**src/rtl/int_gen_pkg.sv**
```systemverilog
// int_gen_pkg: shared definitions for the external-interrupt source.
//   state_e       FSM states (IDLE, ASSERT, DRAIN)
//   ACK_ADDR_DEF  default interrupt-acknowledge word address
//   TIMEOUT_DEF   default maximum interrupt hold time in cycles
//   MIN_GAP_DEF   default low time after an ack in cycles
//   is_ack()      decodes a CPU store to the acknowledge word
package int_gen_pkg;

   typedef enum logic [1:0] {
      ST_IDLE   = 2'd0,
      ST_ASSERT = 2'd1,
      ST_DRAIN  = 2'd2
   } state_e;

   localparam logic [31:0] ACK_ADDR_DEF = 32'h0000_7F20;
   localparam int          TIMEOUT_DEF  = 1024;
   localparam int          MIN_GAP_DEF  = 4;

   // A store with any byte lane enabled to the acknowledge word; the two
   // byte-offset bits are masked so sub-word stores also acknowledge.
   function automatic logic is_ack(input logic [31:0] addr,
                                   input logic [3:0]  byteen,
                                   input logic [31:0] ack_addr);
      return ((addr & 32'hFFFF_FFFC) == (ack_addr & 32'hFFFF_FFFC)) &&
             (byteen != 4'b0000);
   endfunction

endpackage

```
**src/rtl/int_gen_if.sv**
```systemverilog
// int_gen_if: CPU-side bus between the mips core and int_gen.
//   macroscopic_pc  CPU macroscopic PC
//   m_data_addr     CPU data address
//   m_data_byteen   CPU store byte enables
//   interrupt       external interrupt into the CPU
// master = CPU (or bench) side, slave = int_gen side.
interface int_gen_if;
   logic [31:0] macroscopic_pc;
   logic [31:0] m_data_addr;
   logic [3:0]  m_data_byteen;
   logic        interrupt;

   modport master (output macroscopic_pc, output m_data_addr,
                   output m_data_byteen, input interrupt);
   modport slave  (input macroscopic_pc, input m_data_addr,
                   input m_data_byteen, output interrupt);
endinterface

```
**src/rtl/int_trig_slot.sv**
```systemverilog
// int_trig_slot: one one-shot trigger slot.
//   clk, reset_n  clock and asynchronous active-low reset
//   wr_en, wr_pc  configuration write to this slot (loads PC and arms)
//   cur_pc        CPU macroscopic PC to compare against
//   clr           disarm request, honoured only for a slot that hit
//   hit           slot armed, PC equal, and not being rewritten this cycle
module int_trig_slot (
   input  logic        clk,
   input  logic        reset_n,
   input  logic        wr_en,
   input  logic [31:0] wr_pc,
   input  logic [31:0] cur_pc,
   input  logic        clr,
   output logic        hit
);

   logic        armed_r;
   logic [31:0] pc_r;

   // A write in the same cycle suppresses the hit: the new PC wins.
   assign hit = armed_r && (cur_pc == pc_r) && !wr_en;

   // Slot PC and armed flag; write has priority over disarm.
   always_ff @(posedge clk or negedge reset_n) begin
      if (!reset_n) begin
         armed_r <= 1'b0;
         pc_r    <= 32'h0000_0000;
      end else if (wr_en) begin
         armed_r <= 1'b1;
         pc_r    <= wr_pc;
      end else if (clr && hit) begin
         armed_r <= 1'b0;
      end else begin
         armed_r <= armed_r;
      end
   end

endmodule

```
**src/rtl/int_gen.sv**
```systemverilog
// int_gen: external interrupt source for the mips exception test bench.
//   clk, reset_n           clock and asynchronous active-low reset
//   cfg_we/cfg_idx/cfg_pc  program and arm a trigger slot
//   bus                    CPU-side bus (PC, store address/byte enables, interrupt)
//   busy                   FSM not idle
//   fired_cnt              interrupts raised, saturating at 255
//   err_timeout            sticky: interrupt held TIMEOUT cycles without an ack
//   err_spurious           sticky: ack seen outside ASSERT
module int_gen
   import int_gen_pkg::*;
#(
   parameter int          NUM_TRIG = 4,
   parameter logic [31:0] ACK_ADDR = ACK_ADDR_DEF,
   parameter int          TIMEOUT  = TIMEOUT_DEF,
   parameter int          MIN_GAP  = MIN_GAP_DEF,
   localparam int         IDX_W    = (NUM_TRIG > 1) ? $clog2(NUM_TRIG) : 1
) (
   input  logic             clk,
   input  logic             reset_n,
   input  logic             cfg_we,
   input  logic [IDX_W-1:0] cfg_idx,
   input  logic [31:0]      cfg_pc,
   int_gen_if.slave         bus,
   output logic             busy,
   output logic [7:0]       fired_cnt,
   output logic             err_timeout,
   output logic             err_spurious
);

   localparam int HOLD_W = (TIMEOUT > 1) ? $clog2(TIMEOUT) : 1;
   localparam int GAP_W  = (MIN_GAP > 1) ? $clog2(MIN_GAP) : 1;
   localparam logic [HOLD_W-1:0] HOLD_LAST = HOLD_W'(TIMEOUT - 1);
   localparam logic [GAP_W-1:0]  GAP_LAST  = GAP_W'(MIN_GAP - 1);

   localparam logic [1:0] S_IDLE   = ST_IDLE;
   localparam logic [1:0] S_ASSERT = ST_ASSERT;
   localparam logic [1:0] S_DRAIN  = ST_DRAIN;

   logic [1:0]          state_r;
   logic [1:0]          state_nxt_s;
   logic                interrupt_r;
   logic                busy_r;
   logic [7:0]          fired_r;
   logic                err_to_r;
   logic                err_sp_r;
   logic [HOLD_W-1:0]   hold_r;
   logic [GAP_W-1:0]    gap_r;
   logic [NUM_TRIG-1:0] hit_s;
   logic                ack_s;
   logic                fire_s;
   logic                set_to_s;
   logic                set_sp_s;

   assign ack_s  = is_ack(bus.m_data_addr, bus.m_data_byteen, ACK_ADDR);
   assign fire_s = (state_r == S_IDLE) && (|hit_s);

   for (genvar k = 0; k < NUM_TRIG; k++) begin : g_slot
      int_trig_slot u_slot (
         .clk     (clk),
         .reset_n (reset_n),
         .wr_en   (cfg_we && (cfg_idx == IDX_W'(k))),
         .wr_pc   (cfg_pc),
         .cur_pc  (bus.macroscopic_pc),
         .clr     (fire_s),
         .hit     (hit_s[k])
      );
   end

   // Next-state and error-flag decode.
   always_comb begin
      state_nxt_s = state_r;
      set_to_s    = 1'b0;
      set_sp_s    = 1'b0;
      case (state_r)
         S_IDLE: begin
            set_sp_s = ack_s;
            if (fire_s) begin
               state_nxt_s = S_ASSERT;
            end else begin
               state_nxt_s = S_IDLE;
            end
         end
         S_ASSERT: begin
            // An ack in the last hold cycle still counts as a clean ack.
            if (ack_s) begin
               state_nxt_s = (MIN_GAP > 1) ? S_DRAIN : S_IDLE;
            end else if (hold_r == HOLD_LAST) begin
               state_nxt_s = S_IDLE;
               set_to_s    = 1'b1;
            end else begin
               state_nxt_s = S_ASSERT;
            end
         end
         S_DRAIN: begin
            set_sp_s = ack_s;
            if (gap_r == GAP_LAST) begin
               state_nxt_s = S_IDLE;
            end else begin
               state_nxt_s = S_DRAIN;
            end
         end
         default: begin
            state_nxt_s = S_IDLE;
         end
      endcase
   end

   // State register with interrupt and busy registered alongside it.
   always_ff @(posedge clk or negedge reset_n) begin
      if (!reset_n) begin
         state_r     <= S_IDLE;
         interrupt_r <= 1'b0;
         busy_r      <= 1'b0;
      end else begin
         state_r     <= state_nxt_s;
         interrupt_r <= (state_nxt_s == S_ASSERT);
         busy_r      <= (state_nxt_s != S_IDLE);
      end
   end

   // Hold counter: zero in the first ASSERT cycle, +1 per ASSERT cycle.
   always_ff @(posedge clk or negedge reset_n) begin
      if (!reset_n) begin
         hold_r <= '0;
      end else if (state_r == S_ASSERT) begin
         hold_r <= hold_r + HOLD_W'(1);
      end else begin
         hold_r <= '0;
      end
   end

   // Gap counter starts at 1 on DRAIN entry: the IDLE cycle that follows
   // DRAIN is the last low cycle, giving MIN_GAP low cycles in total.
   always_ff @(posedge clk or negedge reset_n) begin
      if (!reset_n) begin
         gap_r <= GAP_W'(1);
      end else if (state_r == S_DRAIN) begin
         gap_r <= gap_r + GAP_W'(1);
      end else begin
         gap_r <= GAP_W'(1);
      end
   end

   // Saturating fire counter and sticky error flags.
   always_ff @(posedge clk or negedge reset_n) begin
      if (!reset_n) begin
         fired_r  <= 8'd0;
         err_to_r <= 1'b0;
         err_sp_r <= 1'b0;
      end else begin
         if (fire_s && (fired_r != 8'hFF)) begin
            fired_r <= fired_r + 8'd1;
         end else begin
            fired_r <= fired_r;
         end
         err_to_r <= err_to_r | set_to_s;
         err_sp_r <= err_sp_r | set_sp_s;
      end
   end

   assign bus.interrupt = interrupt_r;
   assign busy          = busy_r;
   assign fired_cnt     = fired_r;
   assign err_timeout   = err_to_r;
   assign err_spurious  = err_sp_r;

endmodule

```
**src/flat_wrapper.sv**
```systemverilog
// flat-port wrapper written by rule: the top's interface ports become plain ports
module int_gen_flat import int_gen_pkg::*;
#(
   parameter int          NUM_TRIG = 4,
   parameter logic [31:0] ACK_ADDR = ACK_ADDR_DEF,
   parameter int          TIMEOUT  = TIMEOUT_DEF,
   parameter int          MIN_GAP  = MIN_GAP_DEF,
   localparam int         IDX_W    = (NUM_TRIG > 1) ? $clog2(NUM_TRIG) : 1
)
  (clk, reset_n, cfg_we, cfg_idx, cfg_pc, busy, fired_cnt, err_timeout, err_spurious, bus_macroscopic_pc, bus_m_data_addr, bus_m_data_byteen, bus_interrupt);
  int_gen_if bus_i ();
  input  logic clk;
  input  logic reset_n;
  input  logic cfg_we;
  input  logic [IDX_W-1:0] cfg_idx;
  input  logic [31:0] cfg_pc;
  output logic busy;
  output logic [7:0] fired_cnt;
  output logic err_timeout;
  output logic err_spurious;
  input wire logic [$bits(bus_i.macroscopic_pc)-1:0] bus_macroscopic_pc;
  input wire logic [$bits(bus_i.m_data_addr)-1:0] bus_m_data_addr;
  input wire logic [$bits(bus_i.m_data_byteen)-1:0] bus_m_data_byteen;
  output wire logic [$bits(bus_i.interrupt)-1:0] bus_interrupt;
  assign bus_i.macroscopic_pc = bus_macroscopic_pc;
  assign bus_i.m_data_addr = bus_m_data_addr;
  assign bus_i.m_data_byteen = bus_m_data_byteen;
  assign bus_interrupt = bus_i.interrupt;
  int_gen #(.NUM_TRIG(NUM_TRIG), .ACK_ADDR(ACK_ADDR), .TIMEOUT(TIMEOUT), .MIN_GAP(MIN_GAP)) u_core (.clk(clk), .reset_n(reset_n), .cfg_we(cfg_we), .cfg_idx(cfg_idx), .cfg_pc(cfg_pc), .bus(bus_i), .busy(busy), .fired_cnt(fired_cnt), .err_timeout(err_timeout), .err_spurious(err_spurious));
endmodule
```
**config.mk**
```make
export PLATFORM = sky130hd
export DESIGN_NAME = int_gen_flat
export DESIGN_NICKNAME = d
export VERILOG_FILES = /design/src/rtl/int_gen_pkg.sv /design/src/rtl/int_gen_if.sv /design/src/rtl/int_trig_slot.sv /design/src/rtl/int_gen.sv /design/src/flat_wrapper.sv
export SDC_FILE = /design/constraint.sdc
export NUM_CORES = 1
export LEC_CHECK = 0
export ABC_AREA = 1
export BUFFER_PORTS_ARGS = -buffer_cell sky130_fd_sc_hd__buf_4
export CAP_MARGIN = 20
export CORE_ASPECT_RATIO = 0.8
export CORE_MARGIN = 2
export CORE_UTILIZATION = 54
export DETAILED_ROUTE_END_ITERATION = 8
export GPL_TIMING_DRIVEN = 0
export HOLD_SLACK_MARGIN = 0.05
export MAX_ROUTING_LAYER = met4
export PLACE_DENSITY = 0.89
export SLEW_MARGIN = 20
export SYNTH_ARGS = -nofsm -noshare
export SYNTH_HDL_FRONTEND = slang
export SYNTH_SLANG_ARGS = --single-unit
export TNS_END_PERCENT = 10
```
**constraint.sdc**
```tcl
create_clock -name clk -period 1.6 [get_ports clk]
set_input_delay 0.08 -clock clk [delete_from_list [all_inputs] [get_ports clk]]
set_output_delay 0.08 -clock clk [all_outputs]
set_load 0.02 [all_outputs]
```
## Word level (Yosys, flattened, before mapping)

Cells that the tools add are included.

| operators by class | value |
|---|---|
| equality and inequality tests | 14 |
| $add $sub $neg | 3 |
| bitwise operators | 2 |
| multiplexer cells | 19 |
| reductions and logical operators | 33 |

Operators by type and width:

| kind | count |
|---|---|
| $eq 32x32->1 | 4 |
| $eq 30x13->1 const B | 1 |
| $logic_and 1x1->1 | 19 |
| $mux 1 | 14 |
| $add 10x1->10 const B | 1 |
| $eq 10x10->1 const B | 1 |
| $mux 10 | 1 |
| $reduce_bool 2->1 | 5 |
| $add 8x1->8 const B | 1 |
| $eq 2x2->1 const B | 4 |
| $ne 8x8->1 const B | 1 |
| $eq 2x1->1 const B | 3 |
| $mux 2 | 3 |
| $pmux 2 s3 | 1 |
| $logic_not 1->1 | 4 |
| $logic_not 2->1 | 2 |
| $reduce_bool 4->1 | 1 |
| $reduce_or 4->1 | 1 |
| $add 2x1->2 const B | 1 |
| $or 1x1->1 | 2 |
| $reduce_or 2->1 | 1 |

| storage, ports and cells | value |
|---|---|
| flip-flop bits (word level) | 158 |
| word-level logic and storage cells | 87 |
| input port bits | 105 |

## Logic depth before layout (Yosys ltp)

Gate-level depths: netlist of the first run.

| depth | value |
|---|---|
| depth after elaboration | 9 |
| gate-level depth with buffers | 16 |
| depth with buffers taken out | 16 |

## Hierarchy

From an unflattened synthesis of the first run, not the netlist that was laid out.

| second synthesis, totals | value |
|---|---|
| cells, all modules | 1139 |
| area total of the unflattened synthesis | 8335.5 um^2 |

Modules (own cells, without submodules):

| module | times used | cells each | sequential area each (um^2) | area an instance (um^2) |
|---|---|---|---|---|
| int_trig_slot | 4 | 238 | 825.8 | 1727.9 |
| int_gen | 1 | 187 | 651.9 | 1423.9 |

## Worst setup path after synthesis of the first run

No wires, ideal clock.

| timing path | value |
|---|---|
| kind | register -> register |
| start | register u_core.hold_r[0] |
| end | register u_core.busy_r (netlist: u_core.busy) |
| required time | 1.476 ns |
| data arrival time | 1.483 ns |
| stages on the path, launching flop included | 12 |
| path slack | -0.007 ns |
| buffers on the path | 0 |
| setup time | 0.124 ns |
| cell sequence | dfrtp_1 > ha_1 > nand2_1 > nor2_1 > inv_1 > nor2_1 > nand3_1 > nor2_1 > nand2_1 > nand2_1 > nand2_2 > or2_1 |

| between the ends | value |
|---|---|
| cells in the longest elaborated chain, start to end | 5 |

Ends and longest elaborated chain:

| element | RTL line | RTL |
|---|---|---|
| start: declaration | int_gen.sv:46 | `logic [HOLD_W-1:0] hold_r;` |
| start signal: assignment | int_gen.sv:126 | `hold_r <= hold_r + HOLD_W'(1);` |
| $eq 10x10->1 | int_gen.sv:87 | `end else if (hold_r == HOLD_LAST) begin` |
| $mux 1 | int_gen.sv:87 |  |
| $mux 2 | int_gen.sv:85 | `if (ack_s) begin` |
| $pmux 2 s3 | int_gen.sv:74 | `case (state_r)` |
| net u_core.state_nxt_s[0] | int_gen.sv:40 | `logic [1:0] state_nxt_s;` |
| $reduce_bool 2->1 | int_gen.sv:117 | `busy_r <= (state_nxt_s != S_IDLE);` |
| end signal: assignment | int_gen.sv:117 |  |
| end: declaration | int_gen.sv:42 | `logic busy_r;` |

The timed path passes the listed nets, and every way through them passes these cells.
A chain may end at the register's enable or synchronous reset.

## Worst setup path after layout of the first run

| timing path | value |
|---|---|
| start | register u_core.g_slot[2].u_slot.pc_r[30] |
| end | register u_core.fired_r[2] (netlist: u_core.fired_cnt[2]) |

| between the ends | value |
|---|---|
| cells in the longest elaborated chain, start to end | 6 |

Ends and longest elaborated chain:

| element | RTL line | RTL |
|---|---|---|
| start: declaration | int_trig_slot.sv:18 | `logic [31:0] pc_r;` |
| start signal: assignment | int_trig_slot.sv:30 | `pc_r <= wr_pc;` |
| $eq 32x32->1 | int_trig_slot.sv:21 | `assign hit = armed_r && (cur_pc == pc_r) && !wr_en;` |
| $logic_and 1x1->1 (2 in a row) | int_trig_slot.sv:21 |  |
| $reduce_or 4->1 | int_gen.sv:55 | `assign fire_s = (state_r == S_IDLE) && (\|hit_s);` |
| $logic_and 1x1->1 | int_gen.sv:55 |  |
| $logic_and 1x1->1 | int_gen.sv:151 | `if (fire_s && (fired_r != 8'hFF)) begin` |
| end signal: assignment | int_gen.sv:152 | `fired_r <= fired_r + 8'd1;` |
| end signal: assignment | int_gen.sv:154 | `fired_r <= fired_r;` |
| end: declaration | int_gen.sv:43 | `logic [7:0] fired_r;` |

No other way between the ends.

==> flow_metrics.py, run 1 <==
metrics = {
    "clock_tree": {
        "cts_tree": "done",
        "cts.htree.levels": 4,
        "clock_tree.buffer_depth": 2,
        "clkLatencyLatePin_ns": 0.45,
        "cts_sinks": 158,
        "cts_inserted_buffers": 17,
        "clk_root_buffer_cell": "sky130_fd_sc_hd__clkbuf_16",
        "cts.clk_slew.worst_paths_ns": 0.07,
    },
    "logic_synthesis": {
        "netlist_top_cells_area": "sky130_fd_sc_hd__dfrtp_1 (40%), sky130_fd_sc_hd__nand2_1 (24%), sky130_fd_sc_hd__inv_1 (8.1%), sky130_fd_sc_hd__o21ai_0 (6.7%), sky130_fd_sc_hd__nor2_1 (6.6%)",
        "cells_after_synthesis": 1533,
        "synth.lib_cells_used.distinct": 35,
        "synthesis.area_per_instance_um2": 6.39,
        "synth_top_cell_area_share": 0.401,
        "synth_enable_flop_cells": 0,
        "async_flop_share": 1.00,
        "ys.warnings.count": 0,
        "yosys_most_used_dff": "sky130_fd_sc_hd__dfrtp_1",
        "mappedNetlistArea_um2": 9790,
        "synth-seq-area-share": 0.404,
        "synth_commonest_cells": "sky130_fd_sc_hd__nand2_1 (624), sky130_fd_sc_hd__inv_1 (212), sky130_fd_sc_hd__nor2_1 (173)",
        "synth_seq_cells": 158,
        "yosysMostFrequentCell": "sky130_fd_sc_hd__nand2_1",
        "syn_nets": 1641,
        "netlist.top_cell.by_area": "sky130_fd_sc_hd__dfrtp_1",
    },
    "die": {
        "floorplan.rows": 44,
        "die-height_um": 124,
        "floorplan.io_pins": 117,
        "coreArea_um2": 17900,
        "initial_core_util": 0.546,
        "floorplan.die.width_um": 155,
        "die-area_um2": 19200,
    },
    "timing": {
        "clock-skew-final_ns": 0.0153,
        "tns_ns": -2.63,
        "finalWorstPathRequiredPeriod_ns": 1.89,
        "maxSlewHeadroom": 0.415,
        "drv_slew": 0,
        "worst_slew_pin_slew_ns": 0.877,
        "post-route-worst-setup-slack_ns": -0.287,
        "max_fclk_mhz": 530,
        "grt_setup_unrepaired": "yes",
        "finalSetupViolCount": 20,
        "post-route-period-util": 1.18,
        "timing.final.hold_violations": 0,
    },
    "placement": {
        "pre_cts_slack_ns": -0.449,
        "detailed_place.area_um2": 11000,
        "dpl_hpwl_mm": 28.9,
        "gp_congestion": 1.09,
        "placed_cells_incl_taps": 1877,
        "io_buffers": 113,
    },
    "layout": {
        "multi_input_comb_area_um2": 5320,
        "layout.nets": 1831,
        "fin_cells": 1967,
        "seq_area_um2": 3960,
        "post-route-cell-area_um2": 12600,
        "drive_gt1_frac": 0.220,
        "layout.filler_cells": 1479,
        "syn2layout_area_growth_pct": 29.0,
    },
    "global_routing": {
        "grt_first_pass_wirelength_mm": 57.3,
        "grt_pass1_vias": 10212,
        "antenna_found_initial": 1,
        "largest_net_degree_at_the_start_of_global_routing": 83,
        "grtUsageTotal": 0.408,
        "globalRouteOverflowTotal": 0,
    },
    "power_and_ir_drop": {
        "p_per_area_nw_per_um2": 1020,
        "power_switching_share": 0.374,
        "power.net_switching_w": 0.00481,
        "cell_internal_pwr_w": 0.00805,
        "pwr-share-seq": 0.390,
        "irDropWorstVdd_uv": 637,
        "comb_power_share": 0.276,
        "clockPowerShare": 0.335,
        "total_leakage_power_nw": 6.73,
    },
    "setup_path": {
        "cp-start-kind": "flip-flop",
        "cp_max_fo": 3,
        "critical_path_arrival_ns": 2.24,
        "timing.critical_path.to_type": "flip-flop",
        "cp_data_required_time_ns": 1.95,
        "worst-setup-path-type": "reg2reg",
    },
    "route": {
        "finalWirelength_mm": 37.9,
        "route.layer.met1.wl_mm": 16.3,
        "vias": 10938,
        "via_per_inst": 5.56,
        "met2_wirelength_mm": 16.6,
        "topRoutingLayerUsed": "met4",
        "detailedRoute.firstPassIterationCount": 6,
        "route.met3.wl_mm": 4.00,
        "detail_route.iter0.violations": 1216,
        "avgRoutedWirePerCell_um": 19.3,
        "drc": 0,
        "antenna_violating_nets_post_route": 0,
    },
    "outcome": {
        "failed_checks": "negative setup slack",
        "outcome": "complete, but fails checks",
    },
    "run": {
        "max-cap-violations": 0,
    },
    "min_path": {
        "worstHoldPathType": "in2reg",
    },
}
-- area by class of cell --
| type | count | area share |
|---|---|---|
| tap | 230 | 0.0228 |
| antenna | 1 | 0.000198 |
| clock inverter | 15 | 0.0149 |
| sequential | 158 | 0.313 |
| multi-input combinational | 1107 | 0.421 |
| inverter | 238 | 0.0707 |
| clock buffer | 17 | 0.0337 |
| timing repair buffer | 171 | 0.114 |
| buffer | 30 | 0.00941 |
-- cells by family after synthesis --
kind of cell	Yosys count	share of synthesized area
adders and majority gates	3	0.00383
and+or+nand+nor	930	0.388
buffers and inverters	268	0.103
AOI/OAI and AO/OA	146	0.0763
DFF	158	0.404
xor gates and xnor gates	28	0.0250
-- final timing paths --
| kind | startpoint | endpoint | slack (ns) | cells after the start |
|---|---|---|---|---|
| max reg2reg | u_core.g_slot[2].u_slot.pc_r[30] | u_core.fired_cnt[2] | -0.29 | 15 |
| min reg2reg | u_core.hold_r[0] | u_core.hold_r[0] | 0.47 | 1 |
| min | bus_m_data_addr[28] | u_core.err_spurious | 0.07 | 5 |
| min in group asynchronous | reset_n | u_core.g_slot[1].u_slot.pc_r[5] | 0.19 | 2 |
| max in group asynchronous | reset_n | u_core.gap_r[0] | 0.56 | 3 |
| max | u_core.g_slot[2].u_slot.pc_r[30] | u_core.fired_cnt[2] | -0.29 | 15 |
-- power by group through the flow --
| stage | Combinational, W | Clock, W | Sequential, W |
|---|---|---|---|
| after detailed placement | 0.00295 | 0 | 0.00502 |
| after global placement | 0.00286 | 0 | 0.00499 |
| after floorplan | 0.00184 | 0 | 0.00489 |
| final | 0.00355 | 0.00431 | 0.00501 |
| after global routing | 0.00390 | 0.00447 | 0.00507 |
| after CTS | 0.00319 | 0.00429 | 0.00497 |
-- flip-flops by register name, indices dropped and copies added, names as in the netlist --
name                          flops
u_core.g_slot.u_slot.armed_r      4
u_core.fired_cnt                  8
u_core.bus.interrupt              1
u_core.g_slot.u_slot.pc_r       128
u_core.hold_r                    10
u_core.err_timeout                1
u_core.state_r                    2
u_core.err_spurious               1
u_core.gap_r                      2
u_core.busy                       1
-- per-stage QoR --
step | util | hold slack, ns | power, W
5_1_grt | 0.704 | 0.0867 | 0.0134
4_1_cts | 0.681 | 0.0723 | 0.0124
3_3_place_gp | 0.609 | 0.383 | 0.00786
3_5_place_dp | 0.611 | 0.0917 | 0.00797
2_1_floorplan | - | -0.216 | 0.00674
6_report | 0.704 | 0.0729 | 0.0129
-- critical path: stages (launching register included) --
cell	delay [ns]
sky130_fd_sc_hd__dfrtp_1	0.39
sky130_fd_sc_hd__inv_1	0.05
sky130_fd_sc_hd__nand2_1	0.07
sky130_fd_sc_hd__nand2_2	0.07
sky130_fd_sc_hd__inv_2	0.06
sky130_fd_sc_hd__nand2_1	0.06
sky130_fd_sc_hd__nor2_2	0.18
sky130_fd_sc_hd__nand2_1	0.10
sky130_fd_sc_hd__nor2_2	0.17
sky130_fd_sc_hd__nand3_2	0.14
sky130_fd_sc_hd__nand2_4	0.13
sky130_fd_sc_hd__nor2_2	0.06
sky130_fd_sc_hd__nor2_4	0.14
sky130_fd_sc_hd__nand3_2	0.07
sky130_fd_sc_hd__nand2_1	0.06
sky130_fd_sc_hd__inv_1	0.03
-- layout by cell type (no fill, tap or decap), types with 6 or more instances in the layout --
cell type / n
sky130_fd_sc_hd__buf_4: 133
sky130_fd_sc_hd__dfrtp_1: 157
sky130_fd_sc_hd__dlygate4sd3_1: 33
sky130_fd_sc_hd__clkbuf_1: 23
sky130_fd_sc_hd__nand3_1: 31
sky130_fd_sc_hd__xnor2_1: 18
sky130_fd_sc_hd__nand2_2: 92
sky130_fd_sc_hd__clkbuf_16: 17
sky130_fd_sc_hd__nand2_1: 544
sky130_fd_sc_hd__inv_2: 34
sky130_fd_sc_hd__a21oi_1: 6
sky130_fd_sc_hd__xnor2_2: 7
sky130_fd_sc_hd__nor2_4: 14
sky130_fd_sc_hd__o21ai_0: 132
sky130_fd_sc_hd__nand3_2: 9
sky130_fd_sc_hd__nand4_1: 38
sky130_fd_sc_hd__inv_1: 204
sky130_fd_sc_hd__nor2_2: 40
sky130_fd_sc_hd__nor3_1: 12
sky130_fd_sc_hd__nor2_1: 127
-- what timing repair did --
action	4_1_cts	5_1_grt
buffers inserted	6	18
pin swaps	28	55
hold endpoints to repair	209	0
resized for setup	85	83
endpoints found under the setup margin	16	31
hold buffers	33	0
-- layer usage --
metal,global-route usage,vias to the layer above
met5,-,-
met4,0.127,0
met3,0.110,79
met2,0.578,601
met1,0.574,5196
li1,-,5062
(Power assumes the default switching activity.)
==> run 2: changes to the inputs <==
--- a/config.mk
+++ b/config.mk
@@ -15,7 +15,7 @@
 export GPL_TIMING_DRIVEN = 0
 export HOLD_SLACK_MARGIN = 0.05
 export MAX_ROUTING_LAYER = met4
-export PLACE_DENSITY = 0.89
+export PLACE_DENSITY = 0.77
 export SLEW_MARGIN = 20
 export SYNTH_ARGS = -nofsm -noshare
 export SYNTH_HDL_FRONTEND = slang
==> constraint.sdc (replaced) <==
create_clock -name clk -period 1.6 [get_ports clk]
set_input_delay 0.16 -clock clk [delete_from_list [all_inputs] [get_ports clk]]
set_output_delay 0.16 -clock clk [all_outputs]
set_load 0.02 [all_outputs]
==> run 2 against run 1 <==
Effect of this change:
- register-to-register slack about the same
- power decreased by 0.54%
- sequential power about the same
- the run still ends with negative setup slack left
- combinational power decreased by 2%
- sequential share of layout area increased by 0.17 points
- wire length about the same
- hold slack got worse by 0.029 ns
- clock-buffer cell count unchanged
==> flow_metrics.py, run 2 (synthesis gave the netlist of run 1 again) <==
metrics = {
    "outcome": {
        "outcome": "complete, but fails checks",
        "failed_checks": "negative setup slack",
    },
    "global_routing": {
        "antenna_found_initial": 2,
        "grt_first_pass_wirelength_mm": 56.1,
        "grtUsageTotal": 0.399,
        "grt_pass1_vias": 10106,
        "largest_net_degree_at_the_start_of_global_routing": 85,
        "globalRouteOverflowTotal": 0,
    },
    "setup_path": {
        "cp_data_required_time_ns": 1.94,
        "timing.critical_path.to_type": "flip-flop",
        "critical_path.cell_chain": "inv_1 > nand2_2 > nand3_1 > nand3b_1 > nor2_2 > nand3_2 > nand2_4 > nor2_1 > nor2_4 > nand3_1 > nand2_1 > inv_1",
        "worst-setup-path-type": "reg2reg",
        "critical_path_arrival_ns": 2.22,
        "worstRegToRegCells": 12,
        "setup.worst_path.start": "u_core.g_slot[0].u_slot.pc_r[0]",
        "cp-start-kind": "flip-flop",
        "cp_max_fo": 3,
        "largest_stage_delay_on_the_critical_path_ns": 0.43,
        "r2r_slack_ns": -0.28,
        "cpMaxStageDelayCell": "sky130_fd_sc_hd__dfrtp_1",
        "r2r_end": "u_core.fired_cnt[2]",
        "r2r_start": "u_core.g_slot[0].u_slot.pc_r[0]",
    },
    "timing": {
        "maxSlewHeadroom": 0.423,
        "post-route-worst-setup-slack_ns": -0.281,
        "drv_slew": 0,
        "worst_slew_pin_slew_ns": 0.865,
        "finalWorstPathRequiredPeriod_ns": 1.88,
        "post-route-period-util": 1.18,
        "finalSetupViolCount": 39,
        "tns_ns": -4.20,
        "clock-skew-final_ns": 0.00978,
        "grt_setup_unrepaired": "yes",
        "max_fclk_mhz": 532,
        "timing.final.hold_violations": 0,
    },
    "route": {
        "finalWirelength_mm": 37.9,
        "route.layer.met1.wl_mm": 16.7,
        "via_per_inst": 5.57,
        "antenna_violating_nets_post_route": 0,
        "avgRoutedWirePerCell_um": 19.3,
        "drc": 0,
        "vias": 10910,
        "met2_wirelength_mm": 16.4,
        "route.met3.wl_mm": 3.79,
        "topRoutingLayerUsed": "met4",
        "detail_route.iter0.violations": 1176,
        "detailedRoute.firstPassIterationCount": 6,
    },
    "min_path": {
        "worstHoldPathType": "in2reg",
        "worst_hold_path.num_cells": 3,
        "worstHoldStart": "cfg_pc[22]",
        "min_delay_worst_endpoint": "u_core.g_slot[2].u_slot.pc_r[22]",
    },
    "layout": {
        "largest_register_ffs": 128,
        "syn2layout_area_growth_pct": 28.4,
        "leading_cell_type_in_the_layout_fill_and_taps_excluded": "sky130_fd_sc_hd__nand2_1",
        "layout.nets": 1822,
        "finalCoreUtilization": 0.700,
        "max_flop_register": "u_core.g_slot.u_slot.pc_r",
        "drive_gt1_frac": 0.214,
        "layout.filler_cells": 1447,
        "most-common-layout-cells": "sky130_fd_sc_hd__nand2_1 (552), sky130_fd_sc_hd__inv_1 (211), sky130_fd_sc_hd__dfrtp_1 (155)",
    },
    "clock_tree": {
        "cts_sinks": 158,
        "cts_inserted_buffers": 17,
        "cts_tree": "done",
        "cts.clk_slew.worst_paths_ns": 0.08,
        "clkLatencyLatePin_ns": 0.44,
        "clock_tree.buffer_depth": 2,
        "clk_root_buffer_cell": "sky130_fd_sc_hd__clkbuf_16",
        "cts.htree.levels": 4,
    },
    "die": {
        "die-area_um2": 19200,
        "die-height_um": 124,
        "floorplan.io_pins": 117,
        "initial_core_util": 0.546,
        "floorplan.rows": 44,
        "floorplan.die.width_um": 155,
        "coreArea_um2": 17900,
    },
    "run": {
        "max-cap-violations": 0,
    },
    "placement": {
        "dpl_hpwl_mm": 28.9,
        "io_buffers": 113,
        "gp_congestion": 1.02,
    },
    "power_and_ir_drop": {
        "p_per_area_nw_per_um2": 1020,
        "total_leakage_power_nw": 6.73,
        "irDropWorstVdd_uv": 735,
    },
}
run 2: cell count changes in the layout (fill, tap and decap cells not counted), sizes merged:
cell	delta
buf	-3
clkinv	+1
dlygate4sd3	-6
inv	-2
clkinvlp	+1
run 2: worst max path at each step:
| stage | to | slack, ns | depth (start not counted) |
|---|---|---|---|
| CTS | u_core.fired_cnt[4] | -0.25 | 15 |
| finish | u_core.fired_cnt[2] | -0.28 | 12 |
| global route | u_core.busy | -0.38 | 11 |
| detailed placement | u_core.g_slot[3].u_slot.pc_r[1] | -0.49 | 5 |
| global placement | u_core.hold_r[8] | -0.46 | 1 |
| floorplan | u_core.busy | 0.02 | 11 |
run 2: final cells by class:
class,instances,area [µm²],share of cell area
Antenna cell,1,2.50,0.000199
Buffer,30,121,0.00966
Clock buffer,17,425,0.0338
Clock inverter,15,199,0.0158
Inverter,238,893,0.0711
Multi-Input combinational cell,1107,5360,0.426
Sequential cell,158,3960,0.315
Tap cell,230,288,0.0229
Timing Repair Buffer,162,1320,0.105
run 2: what timing repair did:
item,CTS,global route
gates cloned,0,0
endpoints found under the hold margin,131,0
resized for setup,55,110
hold buffers,27,0
buffers inserted,0,21
endpoints found under the setup margin,20,69
pin swaps,12,45
run 2: power by group:
part / switching, W / internal, W / leakage (nW)
registers: 0.000522 / 0.00451 / 1.99
clock network: 0.00202 / 0.00226 / 0.300
logic: 0.00224 / 0.00124 / 4.45
run 2: layer usage:
layer	GRT usage	vias to the layer above
met4	0.108	0
met3	0.0821	75
met2	0.565	582
met1	0.585	5203
met5	-	-
li1	-	5050
run 2: through the flow:
stage	cells	cell area (µm²)	worst slack (ns)	hold WS, ns	total power (W)
CTS	1936	12100	-0.246	0.0508	0.0124
global route	1958	12600	-0.383	0.0663	0.0133
floorplan	1533	9800	0.0164	-0.136	0.00674
detailed placement	1877	11000	-0.491	0.167	0.00799
global placement	1876	10900	-0.457	0.450	0.00787
finish	1958	12600	-0.281	0.0438	0.0128
run 2: worst max-delay path: cells and delay by family (launching register included):
kind | cells | cell delay, ns
buffers and inverters | 2 | 0.11
flip-flops | 1 | 0.43
AND/OR/NAND/NOR | 10 | 1.24
==> run 3: changes to the inputs <==
--- a/config.mk
+++ b/config.mk
@@ -16,6 +16,7 @@
 export HOLD_SLACK_MARGIN = 0.05
 export MAX_ROUTING_LAYER = met4
 export PLACE_DENSITY = 0.77
+export SETUP_SLACK_MARGIN = 0.1
 export SLEW_MARGIN = 20
 export SYNTH_ARGS = -nofsm -noshare
 export SYNTH_HDL_FRONTEND = slang
==> run 3 against run 2 <==
Effect of this change:
- the run still ends with negative setup slack left
- hold slack gained 0.011 ns
- core utilization increased by 0.46 points
- first-iteration DRC count increased by 6.8%
- design area rose by 0.66%
- power decreased by 1.0%
- clock skew up 0.0038 ns
- flip-flop and latch count did not move
- critical endpoint is now u_core.fired_cnt[1]
==> flow_metrics.py, run 3 (synthesis gave the netlist of run 1 again) <==
metrics = {
    "power_and_ir_drop": {
        "p_per_area_nw_per_um2": 1000,
        "total_leakage_power_nw": 6.74,
        "irDropWorstVdd_uv": 659,
    },
    "global_routing": {
        "grtUsageTotal": 0.401,
        "grt_pass1_vias": 10047,
        "antenna_found_initial": 0,
        "globalRouteOverflowTotal": 0,
        "largest_net_degree_at_the_start_of_global_routing": 81,
        "grt_first_pass_wirelength_mm": 56.2,
    },
    "setup_path": {
        "timing.critical_path.to_type": "flip-flop",
        "setup.worst_path.start": "u_core.g_slot[3].u_slot.pc_r[23]",
        "cp-start-kind": "flip-flop",
        "cp_max_fo": 3,
        "worstRegToRegCells": 13,
        "r2r_start": "u_core.g_slot[3].u_slot.pc_r[23]",
        "worst-setup-path-type": "reg2reg",
        "cp_data_required_time_ns": 1.98,
        "critical_path_arrival_ns": 2.29,
    },
    "route": {
        "antenna_violating_nets_post_route": 0,
        "avgRoutedWirePerCell_um": 19.3,
        "via_per_inst": 5.54,
        "detailedRoute.firstPassIterationCount": 7,
        "drc": 0,
        "vias": 10883,
        "finalWirelength_mm": 37.8,
        "detail_route.iter0.violations": 1256,
    },
    "die": {
        "coreArea_um2": 17900,
        "floorplan.io_pins": 117,
        "die-height_um": 124,
        "initial_core_util": 0.546,
        "die-area_um2": 19200,
        "floorplan.die.width_um": 155,
        "floorplan.rows": 44,
    },
    "timing": {
        "holdWs_ns": 0.0552,
        "finalWorstPathRequiredPeriod_ns": 1.91,
        "max_fclk_mhz": 522,
        "drv_slew": 0,
        "finalSetupViolCount": 15,
        "timing.final.hold_violations": 0,
        "maxSlewHeadroom": 0.430,
        "grt_setup_unrepaired": "yes",
        "clock-skew-final_ns": 0.0136,
        "post-route-period-util": 1.20,
        "tns_ns": -3.23,
        "worst_slew_pin_slew_ns": 0.855,
        "post-route-worst-setup-slack_ns": -0.314,
    },
    "layout": {
        "drive_gt1_frac": 0.232,
        "largest_register_ffs": 128,
        "most-common-layout-cells": "sky130_fd_sc_hd__nand2_1 (539), sky130_fd_sc_hd__inv_1 (204), sky130_fd_sc_hd__dfrtp_1 (154)",
        "number_of_antenna_diodes": 0,
        "leading_cell_type_in_the_layout_fill_and_taps_excluded": "sky130_fd_sc_hd__nand2_1",
        "layout.filler_cells": 1502,
        "syn2layout_area_growth_pct": 29.2,
        "post-route-cell-area_um2": 12700,
        "max_flop_register": "u_core.g_slot.u_slot.pc_r",
        "layout.nets": 1828,
    },
    "placement": {
        "dpl_hpwl_mm": 28.5,
        "pre_cts_slack_ns": -0.529,
        "io_buffers": 113,
        "detailed_place.area_um2": 11000,
        "gp_congestion": 1.05,
    },
    "clock_tree": {
        "clkLatencyLatePin_ns": 0.44,
        "cts_tree": "done",
        "clock_tree.buffer_depth": 2,
        "cts_sinks": 158,
        "cts_inserted_buffers": 17,
        "cts.clk_slew.worst_paths_ns": 0.07,
        "cts.htree.levels": 4,
        "clk_root_buffer_cell": "sky130_fd_sc_hd__clkbuf_16",
    },
    "outcome": {
        "outcome": "complete, but fails checks",
        "failed_checks": "negative setup slack",
    },
    "run": {
        "max-cap-violations": 0,
    },
    "min_path": {
        "worst_hold_path.num_cells": 3,
        "worstHoldPathType": "in2reg",
        "worstHoldStart": "cfg_pc[23]",
    },
}
-- run 3: final timing paths --
kind / to / slack (ns)
worst max-delay path: u_core.fired_cnt[1] / -0.31
worst min-delay path: u_core.g_slot[0].u_slot.pc_r[23] / 0.06
worst max register to register: u_core.fired_cnt[1] / -0.31
worst min register to register: u_core.err_timeout / 0.47
max in group asynchronous: u_core.g_slot[1].u_slot.pc_r[13] / 0.50
min in group asynchronous: u_core.g_slot[3].u_slot.pc_r[3] / 0.27
-- run 3: metal layers --
layer	track usage	part of all wire
met1	0.587	0.45
met2	0.572	0.43
met3	0.0793	0.093
met4	0.106	0.029
met5	-	0
-- run 3: area by class of cell --
class                      instances  area, µm²  area share
buffer                            30        124     0.00979
multi-input combinational       1107       5430       0.429
clock inverter                    14        146      0.0116
sequential                       158       3960       0.313
inverter                         238        896      0.0708
clock buffer                      18        439      0.0347
tap                              230        288      0.0227
timing repair buffer             168       1370       0.108
-- run 3: where the power goes --
| group | total (W) | leakage, nW | switching [W] | internal [W] |
|---|---|---|---|---|
| clock | 0.00408 | 0.279 | 0.00196 | 0.00212 |
| combinational | 0.00354 | 4.48 | 0.00226 | 0.00128 |
| sequential | 0.00504 | 1.99 | 0.000522 | 0.00452 |
| total | 0.0127 | 6.74 | 0.00474 | 0.00792 |
-- run 3: stage by stage --
stage,cells,utilization,power [W]
2_1_floorplan,1533,-,0.00674
3_3_place_gp,1876,0.609,0.00786
3_5_place_dp,1877,0.611,0.00796
4_1_cts,1943,0.676,0.0122
5_1_grt,1963,0.705,0.0132
6_report,1963,0.705,0.0127
-- run 3: what timing repair did --
action                                 CTS  global route
gates resized for setup                 74           125
setup buffers                            6            20
hold buffers                            28             0
setup endpoints to repair               51            79
pin swaps                               25            73
endpoints found under the hold margin  143             0
-- run 3: worst max-delay path, cell delays in order (launching register included) --
cell	delay, ns
sky130_fd_sc_hd__dfrtp_1	0.42
sky130_fd_sc_hd__xnor2_2	0.24
sky130_fd_sc_hd__nand2_1	0.13
sky130_fd_sc_hd__nor2_1	0.13
sky130_fd_sc_hd__nand2_1	0.10
sky130_fd_sc_hd__nor2_4	0.18
sky130_fd_sc_hd__nand3_2	0.12
sky130_fd_sc_hd__nand2_2	0.09
sky130_fd_sc_hd__inv_2	0.05
sky130_fd_sc_hd__nand2_4	0.07
sky130_fd_sc_hd__nand2_4	0.08
sky130_fd_sc_hd__nor2_4	0.13
sky130_fd_sc_hd__nand2_1	0.05
sky130_fd_sc_hd__nand2_1	0.05
